[src/rtl/frisc_pkg.sv]
// frisc_pkg: shared types and constants for the frisc register-file write side.
//   XLEN / NREG  : architectural data width and register count
//   reg_idx_t    : register index (clog2(NREG) bits)
//   xword_t      : one register-sized data word
//   wb_req_t     : one pending register-file write {rd, data}
package frisc_pkg;

  localparam int unsigned XLEN      = 32;
  localparam int unsigned NREG      = 32;
  localparam int unsigned REG_IDX_W = $clog2(NREG);

  typedef logic [REG_IDX_W-1:0] reg_idx_t;
  typedef logic [XLEN-1:0]      xword_t;

  typedef struct packed {
    reg_idx_t rd;
    xword_t   data;
  } wb_req_t;

  // x0 is hard-wired to zero; writes and reservations of it are dropped.
  function automatic logic is_real_reg(reg_idx_t r);
    return r != '0;
  endfunction

endpackage

[src/rtl/rf_writeback_wb_fifo.sv]
// wb_fifo: synchronous FIFO of wb_req_t used as the load-result queue.
//   clk, reset : clock, synchronous active-high reset (empties the queue)
//   push, din  : write din at the tail (accepted when not full, or when a pop
//                happens on the same edge)
//   pop        : drop the head entry (ignored when empty)
//   full/empty : occupancy flags
//   head       : current head entry (valid when !empty)
module wb_fifo
  import frisc_pkg::*;
#(
  parameter int unsigned DEPTH = 2
) (
  input  logic    clk,
  input  logic    reset,
  input  logic    push,
  input  logic    pop,
  input  wb_req_t din,
  output logic    full,
  output logic    empty,
  output wb_req_t head
);

  localparam int unsigned AW = (DEPTH > 1) ? $clog2(DEPTH) : 1;

  // Pointers carry one extra wrap bit so full and empty can be told apart.
  logic [AW:0] wptr_q, wptr_d;
  logic [AW:0] rptr_q, rptr_d;
  wb_req_t     mem_q [DEPTH];
  logic        do_push;
  logic        do_pop;

  always_comb begin
    empty   = (wptr_q == rptr_q);
    full    = (wptr_q[AW] != rptr_q[AW]) && (wptr_q[AW-1:0] == rptr_q[AW-1:0]);
    head    = mem_q[rptr_q[AW-1:0]];
    do_pop  = pop && !empty;
    // When full, the slot being written is the head being popped this edge.
    do_push = push && (!full || do_pop);
    wptr_d  = wptr_q;
    rptr_d  = rptr_q;
    if (do_push) wptr_d = wptr_q + {{AW{1'b0}}, 1'b1};
    if (do_pop)  rptr_d = rptr_q + {{AW{1'b0}}, 1'b1};
  end

  always_ff @(posedge clk) begin
    if (reset) begin
      wptr_q <= '0;
      rptr_q <= '0;
    end else begin
      wptr_q <= wptr_d;
      rptr_q <= rptr_d;
    end
  end

  // Storage needs no reset: entries are only read between push and pop.
  always_ff @(posedge clk) begin
    if (!reset && do_push) mem_q[wptr_q[AW-1:0]] <= din;
  end

endmodule

[src/rtl/rf_writeback.sv]
// rf_writeback: write-side front end of the frisc register file.
// Merges single-cycle ALU results and queued load results onto the single
// register-file write port (ALU has strict priority), and keeps a pending-write
// scoreboard that decode queries for RAW hazards.
//   clk, reset               : clock, synchronous active-high reset
//   issue_valid, issue_rd    : decode reserves destination issue_rd
//   chk_rs1/2 -> busy1/2     : combinational hazard query for two sources
//   alu_valid/alu_rd/alu_data: ALU result, no backpressure
//   ld_valid/ld_rd/ld_data   : load result offered; ld_ready accepts it
//   wb_en/wb_rd/wb_data      : registered register-file write port
module rf_writeback
  import frisc_pkg::*;
#(
  parameter int unsigned WIDTH    = 32,
  parameter int unsigned NREG     = 32,
  parameter int unsigned LQ_DEPTH = 2
) (
  input  logic             clk,
  input  logic             reset,
  input  logic             issue_valid,
  input  logic [4:0]       issue_rd,
  input  logic [4:0]       chk_rs1,
  input  logic [4:0]       chk_rs2,
  output logic             busy1,
  output logic             busy2,
  input  logic             alu_valid,
  input  logic [4:0]       alu_rd,
  input  logic [WIDTH-1:0] alu_data,
  input  logic             ld_valid,
  input  logic [4:0]       ld_rd,
  input  logic [WIDTH-1:0] ld_data,
  output logic             ld_ready,
  output logic             wb_en,
  output logic [4:0]       wb_rd,
  output logic [WIDTH-1:0] wb_data
);

  logic             alu_take;
  logic             fifo_push;
  logic             fifo_pop;
  logic             fifo_full;
  logic             fifo_empty;
  wb_req_t          fifo_din;
  wb_req_t          fifo_head;

  logic             sel_valid;
  logic [4:0]       sel_rd;

  logic [NREG-1:0]  pend_q, pend_d;
  logic             wb_en_q, wb_en_d;
  logic [4:0]       wb_rd_q, wb_rd_d;
  logic [WIDTH-1:0] wb_data_q, wb_data_d;

  wb_fifo #(
    .DEPTH (LQ_DEPTH)
  ) u_lq (
    .clk   (clk),
    .reset (reset),
    .push  (fifo_push),
    .pop   (fifo_pop),
    .din   (fifo_din),
    .full  (fifo_full),
    .empty (fifo_empty),
    .head  (fifo_head)
  );

  // Load queue handshake; loads to x0 complete the handshake but are dropped.
  always_comb begin
    ld_ready  = !fifo_full && !reset;
    fifo_push = ld_valid && ld_ready && is_real_reg(ld_rd);
    fifo_din  = '{rd: ld_rd, data: ld_data};
  end

  // Port arbitration: an ALU write to x0 is discarded and does not block the
  // queue. The queue head is only popped when it is actually selected.
  always_comb begin
    alu_take  = alu_valid && is_real_reg(alu_rd);
    fifo_pop  = !reset && !alu_take && !fifo_empty;
    sel_valid = alu_take || fifo_pop;
    sel_rd    = '0;
    wb_en_d   = sel_valid;
    wb_rd_d   = wb_rd_q;
    wb_data_d = wb_data_q;
    if (alu_take) begin
      sel_rd    = alu_rd;
      wb_rd_d   = alu_rd;
      wb_data_d = alu_data;
    end else if (fifo_pop) begin
      sel_rd    = fifo_head.rd;
      wb_rd_d   = fifo_head.rd;
      wb_data_d = fifo_head.data;
    end
  end

  // Scoreboard: clear on selection into wb_*, then set, so set wins on a tie.
  always_comb begin
    pend_d = pend_q;
    if (sel_valid) pend_d[sel_rd] = 1'b0;
    if (issue_valid && is_real_reg(issue_rd)) pend_d[issue_rd] = 1'b1;
    pend_d[0] = 1'b0;
  end

  always_ff @(posedge clk) begin
    if (reset) begin
      pend_q    <= '0;
      wb_en_q   <= 1'b0;
      wb_rd_q   <= '0;
      wb_data_q <= '0;
    end else begin
      pend_q    <= pend_d;
      wb_en_q   <= wb_en_d;
      wb_rd_q   <= wb_rd_d;
      wb_data_q <= wb_data_d;
    end
  end

  // A write sitting in wb_* is not yet in the register file, so it still
  // counts as a hazard even though its pending bit has already cleared.
  always_comb begin
    busy1 = is_real_reg(chk_rs1) &&
            (pend_q[chk_rs1] || (wb_en_q && (wb_rd_q == chk_rs1)));
    busy2 = is_real_reg(chk_rs2) &&
            (pend_q[chk_rs2] || (wb_en_q && (wb_rd_q == chk_rs2)));
  end

  assign wb_en   = wb_en_q;
  assign wb_rd   = wb_rd_q;
  assign wb_data = wb_data_q;

`ifndef SYNTHESIS
  // An ALU write must never overtake a queued load to the same register.
  a_no_alu_overtake : assert property (@(posedge clk) disable iff (reset)
    !(alu_take && !fifo_empty && (fifo_head.rd == alu_rd)));
`endif

endmodule
[config.mk]
export PLATFORM = sky130hd
export DESIGN_NAME = rf_writeback
export DESIGN_NICKNAME = d
export VERILOG_FILES = /design/src/rtl/frisc_pkg.sv /design/src/rtl/rf_writeback_wb_fifo.sv /design/src/rtl/rf_writeback.sv
export SDC_FILE = /design/constraint.sdc
export NUM_CORES = 1
export LEC_CHECK = 0
export BUFFER_PORTS_ARGS = -buffer_cell sky130_fd_sc_hd__buf_4
export CORE_MARGIN = 2
export CORE_UTILIZATION = 40
export CTS_CLUSTER_DIAMETER = 80
export DETAILED_ROUTE_END_ITERATION = 12
export GPL_ROUTABILITY_DRIVEN = 0
export PLACE_DENSITY_LB_ADDON = 0.3
export SLEW_MARGIN = 20
export SYNTH_ARGS = -nofsm -noshare
export SYNTH_HDL_FRONTEND = slang
export SYNTH_SLANG_ARGS = --single-unit
export TNS_END_PERCENT = 10
[constraint.sdc]
create_clock -name clk -period 7 [get_ports clk]
set_input_delay 1.4 -clock clk [delete_from_list [all_inputs] [get_ports clk]]
set_output_delay 1.4 -clock clk [all_outputs]
set_load 0.1 [all_outputs]
==> impl_metrics.csv, run 1 <==
group,metric,value,unit
job,cap_viol_max_count,0,
layout,layout_common_cells,"141 x buf_4, 78 x o211ai_1, 74 x edfxtp_1",
layout,num_antenna_cells,0,
logic_synthesis,synth_cell_types,56,
pwr,clkPwrFrac,40.3,%
timing,whs,0.5388,ns
global_routing,grt_pass1_wl,32040,um
global_routing,track_usage,20.63,%
pwr,p_sw,0.0006981,W
floorplan,die_area,0.01929,sq mm
cts,clk_latency,0.42,ns
hold_path,worstHoldStart,"pend_q[30]",
floorplan,fp.coreArea,0.01790,sq mm
timing,drv_slew,0,
drt,wl_per_cell,19.58,um
drt,drtIter0Drc,507,
cts,h-tree-depth,4,
timing,max_freq,219.6,MHz
timing,hold_violations,0,
timing,period_share,65.06,%
floorplan,die_h,138.9,um
drt,routed_wl,19970,um
layout,num-nets-final,872,
timing,skew,0.008087,ns
timing,tns,0,ns
pwr,power.density,260.3,mW/mm^2
floorplan,die_x,138.9,um
worst_setup_path,cp_data_arrival_time,3.15,ns
hold_path,hold_depth,2,
worst_setup_path,crit_chain,"buf_4, mux4_2, mux4_2, a311oi_1, a31oi_1, buf_4",
floorplan,initial_core_util,40.66,%
worst_setup_path,r2r-end,"u_lq.mem_q[0][1]",
timing,rsz0062_at_grt,"no",
global_routing,grt_max_degree,63,
logic_synthesis,synth_edf_count,74,
cts,post_cts_resize_count,0,
hold_path,hp-class,"reg2reg",
outcome,status,"finished, final reports clean",
placed_design,dp_hpwl,13510,um
logic_synthesis,synth-seq-cells,148,
placed_design,io_buffer_count,134,
global_routing,antenna_found_initial,0,
pwr,ir_drop,191.4,uV
logic_synthesis,synth_top_cell_by_area,"edfxtp_1",
pwr,p_total,0.002372,W
cts,post_cts_buffers,0,
cts,cts-root-buf,"clkbuf_16",
logic_synthesis,syn_area,0.007279,sq mm
worst_setup_path,reg2regPathDepth,6,
drt,dr.pass1.iters,6,
pwr,internal_power,0.001673,W
pwr,p_sw_share,29.44,%
worst_setup_path,cp-start-kind,"input pin",
cts,clk_path_buf_depth,2,
logic_synthesis,seq_area_frac_synth,50.88,%
pwr,p_comb_share,18.5,%
placed_design,place_inst,986,
logic_synthesis,synthTopCellsByArea,"edfxtp_1 31%, dfxtp_1 20%, o211ai_1 8.0%",
logic_synthesis,synth_top_cell_area_share,30.53,%
timing,setup_violations,0,
cts,ctsHoldBuffers,0,
floorplan,ioPinCount,135,
logic_synthesis,netlist_instances,676,
worst_setup_path,cp_top_family,"multiplexers",
layout,area_growth,25.15,%
worst_setup_path,worst_setup_path_end_kind,"output port",
worst_setup_path,critical_path_class,"in2out",
layout,mostFrequentLayoutCell,"buf_4",
layout,drive_gt1_share,26.42,%
worst_setup_path,cp.required,5.60,ns
worst_setup_path,critPathMaxStageDelay,0.52,ns
logic_synthesis,ys.flop_type,"edfxtp_1",
drt,routed_via_density,5.876,
timing,slew_headroom,24.93,%
timing,max_slew.worst_pin.slew,1.122,ns
floorplan,rows,49,
logic_synthesis,avgSynthCellArea,10.77,sq um
cts,clkTransAtPathRegs,0.06,ns
drt,num_vias,5994,
pwr,p_leak,3.174,nW
drt,route.detailed.drc,0,
worst_setup_path,r2r_setup_slack,3.86,ns
global_routing,grt_pass1_vias,6068,
worst_setup_path,critPathBufInv,2,
hold_path,whs_endpoint,"pend_q[30]",
worst_setup_path,r2r-start,"u_lq.wptr_q[0]",
cts,tritoncts,"yes",
layout,final_cells,1020,
layout,final_core_util,50.89,%
worst_setup_path,critPathMaxFanout,10,
logic_synthesis,yosys_warnings,0,
logic_synthesis,async_reset_ff_share,0,%
cts,cts_buffers,17,
cts,cts_sinks,148,
timing,min_period,4.554,ns
logic_synthesis,synth_fp_nets,770,
worst_setup_path,crit_slowest_cell,"mux4_2",
global_routing,grt-ovfl-total,0,
drt,postRouteAntennaNets,0,
pwr,seq_power_share,41.2,%
-- kinds of logic (layout without fill, tap and decap cells) --
family                 after synthesis  count (layout)  share of synthesized area [%]
AO/OA/AOI/OAI                      220             220                          21.09
XOR/XNOR                            12              12                          1.444
buffers and inverters               65             180                          4.091
flip-flops                         148             148                          50.88
multiplexers                        62              62                          11.31
AND/OR/NAND/NOR                    169             169                          11.19
-- power by group through the flow --
stage	Sequential, W	Clock [W]	Combinational, W
after global routing	0.000981	0.00101	0.000464
after global placement	0.000993	0	0.000417
final	0.000977	0.000956	0.000438
after floorplan	0.00111	0	0.000182
after detailed placement	0.000995	0	0.000430
after CTS	0.000977	0.000970	0.000431
-- cell usage after synthesis, drive strengths merged, types with 8 or more instances --
cell type  number
mux2i          44
nand3           8
o21ai          34
buf            24
nand2b         10
o31ai           8
nand2          55
nor2           55
clkbuf         37
a31oi          21
edfxtp         74
o211ai         78
a311oi          8
dfxtp          74
a21oi          53
mux4           16
-- metal layers --
layer | part of all wire [%] | vias up | global-route usage (%)
met5 | 0 | - | 0
met1 | 44 | 2909 | 27.03
met3 | 6.6 | 34 | 4.454
met4 | 2.3 | 0 | 7.762
met2 | 47 | 246 | 33.73
li1 | - | 2805 | -
-- worst max path at each step --
stage | from | to | slack [ns] | cells after the start
after floorplan | reset | u_lq.wptr_q[1] | 0.61 | 4
after global placement | chk_rs1[1] | busy1 | 2.47 | 6
after detailed placement | chk_rs1[1] | busy1 | 2.47 | 6
after CTS | chk_rs1[1] | busy1 | 2.46 | 6
after global routing | chk_rs1[1] | busy1 | 2.31 | 6
final | chk_rs1[1] | busy1 | 2.45 | 6
-- sequential cells by signal, summed over array words and instances (netlist names), named ones only --
signal and flops:
wb_en 1, wb_rd 5, u_lq.rptr_q 2, u_lq.wptr_q 2, wb_data 32, u_lq.mem_q 74
pend_q 31
-- tightest hold or removal path, stage by stage (launching register included) --
cell      delay (ns)
dfxtp_1         0.34
nor2_1          0.11
a311oi_1        0.05
-- stage by stage --
stage	area, sq um	setup slack, ns
6_report	9110	2.446
4_1_cts	9055	2.459
5_1_grt	9110	2.314
3_5_place_dp	8434	2.466
2_1_floorplan	7279	0.6118
3_3_place_gp	8407	2.470
-- layout make-up --
| type | instances | area [sq um] |
|---|---|---|
| clock inverter | 13 | 167.7 |
| tap | 229 | 286.5 |
| sequential | 148 | 3705 |
| inverter | 4 | 15.01 |
| multi-input combinational | 463 | 3342 |
| timing repair buffer | 144 | 1141 |
| clock buffer | 19 | 452.9 |
| fill | 1619 | 8792 |
Power figures use the tool's default switching activity.
==> run 2: changes to the inputs <==
Clock period 7 ns to 4.2 ns, I/O delays scaled along.
==> impl_metrics.csv, run 2 (same netlist as run 1, synthesis figures left out) <==
group,metric,value,unit
outcome,status,"finished, final reports clean",
worst_setup_path,cp-start-kind,"input pin",
worst_setup_path,crit_path_start,"chk_rs1[1]",
drt,drtIter0Drc,490,
layout,mostFrequentLayoutCell,"buf_4",
cts,cts-root-buf,"clkbuf_16",
cts,cts_buffers,17,
worst_setup_path,worst_setup_path_end_kind,"output port",
layout,num-nets-final,874,
worst_setup_path,cp.required,3.36,ns
worst_setup_path,cp_top_family,"multiplexers",
timing,period_share,81.60,%
worst_setup_path,crit_slowest_cell,"mux4_2",
pwr,p_sw,0.001146,W
placed_design,io_buffer_count,134,
floorplan,fp.coreArea,0.01790,sq mm
floorplan,rows,49,
layout,largest_reg_flops,74,
cts,ctsHoldBuffers,0,
pwr,p_sw_share,29.19,%
timing,skew,0.009215,ns
cts,clk_latency,0.42,ns
global_routing,grt_max_degree,63,
timing,max_slew.worst_pin.slew,0.8861,ns
timing,drv_slew,0,
hold_path,worstHoldStart,"pend_q[30]",
hold_path,hp-class,"reg2reg",
cts,clkTransAtPathRegs,0.06,ns
drt,postRouteAntennaNets,0,
worst_setup_path,critPathMaxStageDelay,0.52,ns
layout,final_core_util,50.70,%
pwr,internal_power,0.002781,W
cts,tritoncts,"yes",
placed_design,dp_hpwl,12610,um
timing,rsz0062_at_grt,"no",
placed_design,place_ws,0.7653,ns
floorplan,die_h,138.9,um
cts,post_cts_buffers,0,
drt,dr.pass1.iters,5,
global_routing,track_usage,19.64,%
job,cap_viol_max_count,0,
global_routing,grt-ovfl-total,0,
worst_setup_path,r2r-start,"u_lq.wptr_q[0]",
timing,max_freq,291.8,MHz
timing,slew_headroom,40.92,%
timing,hold_violations,0,
drt,routed_via_density,5.802,
worst_setup_path,cp_data_arrival_time,2.59,ns
drt,num_vias,5930,
global_routing,grt_pass1_wl,30330,um
layout,area_growth,24.68,%
layout,drive_gt1_share,26.73,%
pwr,power.density,432.7,mW/mm^2
timing,setup_violations,0,
global_routing,grt_pass1_vias,5807,
cts,h-tree-depth,4,
drt,routed_wl,18910,um
cts,cts_sinks,148,
pwr,p_leak,3.171,nW
layout,num_antenna_cells,0,
drt,route.detailed.drc,0,
pwr,seq_power_share,41.6,%
floorplan,ioPinCount,135,
layout,layout_common_cells,"146 x buf_4, 78 x o211ai_1, 74 x edfxtp_1",
cts,post_cts_resize_count,0,
worst_setup_path,critPathBufInv,2,
global_routing,antenna_found_initial,0,
drt,wl_per_cell,18.50,um
cts,clk_path_buf_depth,2,
worst_setup_path,critPathMaxFanout,10,
floorplan,initial_core_util,40.66,%
floorplan,die_area,0.01929,sq mm
layout,fillers,1637,
timing,setup_ws,0.7727,ns
pwr,clkPwrFrac,40.3,%
worst_setup_path,crit_chain,"buf_4, mux4_2, mux4_2, a311oi_1, a31oi_1, buf_4",
worst_setup_path,critical_path_class,"in2out",
pwr,ir_drop,318.3,uV
pwr,p_comb_share,18.1,%
timing,min_period,3.427,ns
floorplan,die_x,138.9,um
==> run 2: metal layers <==
metal	wire length (um)	global-route usage [%]
met4	280	5.954
met2	8796	31.55
met5	0	0
met1	8420	26.15
met3	1407	5.283
==> run 2: stage by stage <==
stage | total power (W) | cell area [sq um] | cells | setup TNS [ns] | hold WS, ns
final | 0.003927 | 9076 | 1022 | 0 | 0.5437
after global routing | 0.004066 | 9076 | 1022 | 0 | 0.5643
after CTS | 0.003946 | 9076 | 1022 | 0 | 0.5423
after detailed placement | 0.002372 | 8453 | 990 | 0 | 0.5358
after global placement | 0.002365 | 8453 | 990 | 0 | 0.5197
after floorplan | 0.002156 | 7286 | 676 | -0.03576 | 0.4773
==> run 2: worst min-delay path, stage by stage, from the launching register on <==
cell and delay (ns):
dfxtp_1 0.33, nor2_1 0.11, a311oi_1 0.05
==> run 2: cell type report <==
cell class / count / area (sq um) / area share [%]
multi-input combinational: 463 / 3351 / 36.92
inverter: 4 / 15.01 / 0.1654
timing repair buffer: 146 / 1096 / 12.08
sequential: 148 / 3705 / 40.82
clock buffer: 19 / 452.9 / 4.990
clock inverter: 13 / 170.2 / 1.875
tap: 229 / 286.5 / 3.157
==> run 2: final timing paths <==
kind         cells after the start  slack (ns)         end
max                              6        0.77       busy1
min                              2        0.54  pend_q[30]
max reg2reg                      6        1.74  pend_q[29]
min reg2reg                      2        0.54  pend_q[30]
==> run 2: power by group through the flow <==
stage | sequential (W) | combinational, W | clock, W
after floorplan | 0.00185 | 0.000304 | 0
after global placement | 0.00166 | 0.000703 | 0
after detailed placement | 0.00166 | 0.000709 | 0
after CTS | 0.00163 | 0.000711 | 0.00160
after global routing | 0.00164 | 0.000756 | 0.00167
final | 0.00163 | 0.000710 | 0.00158
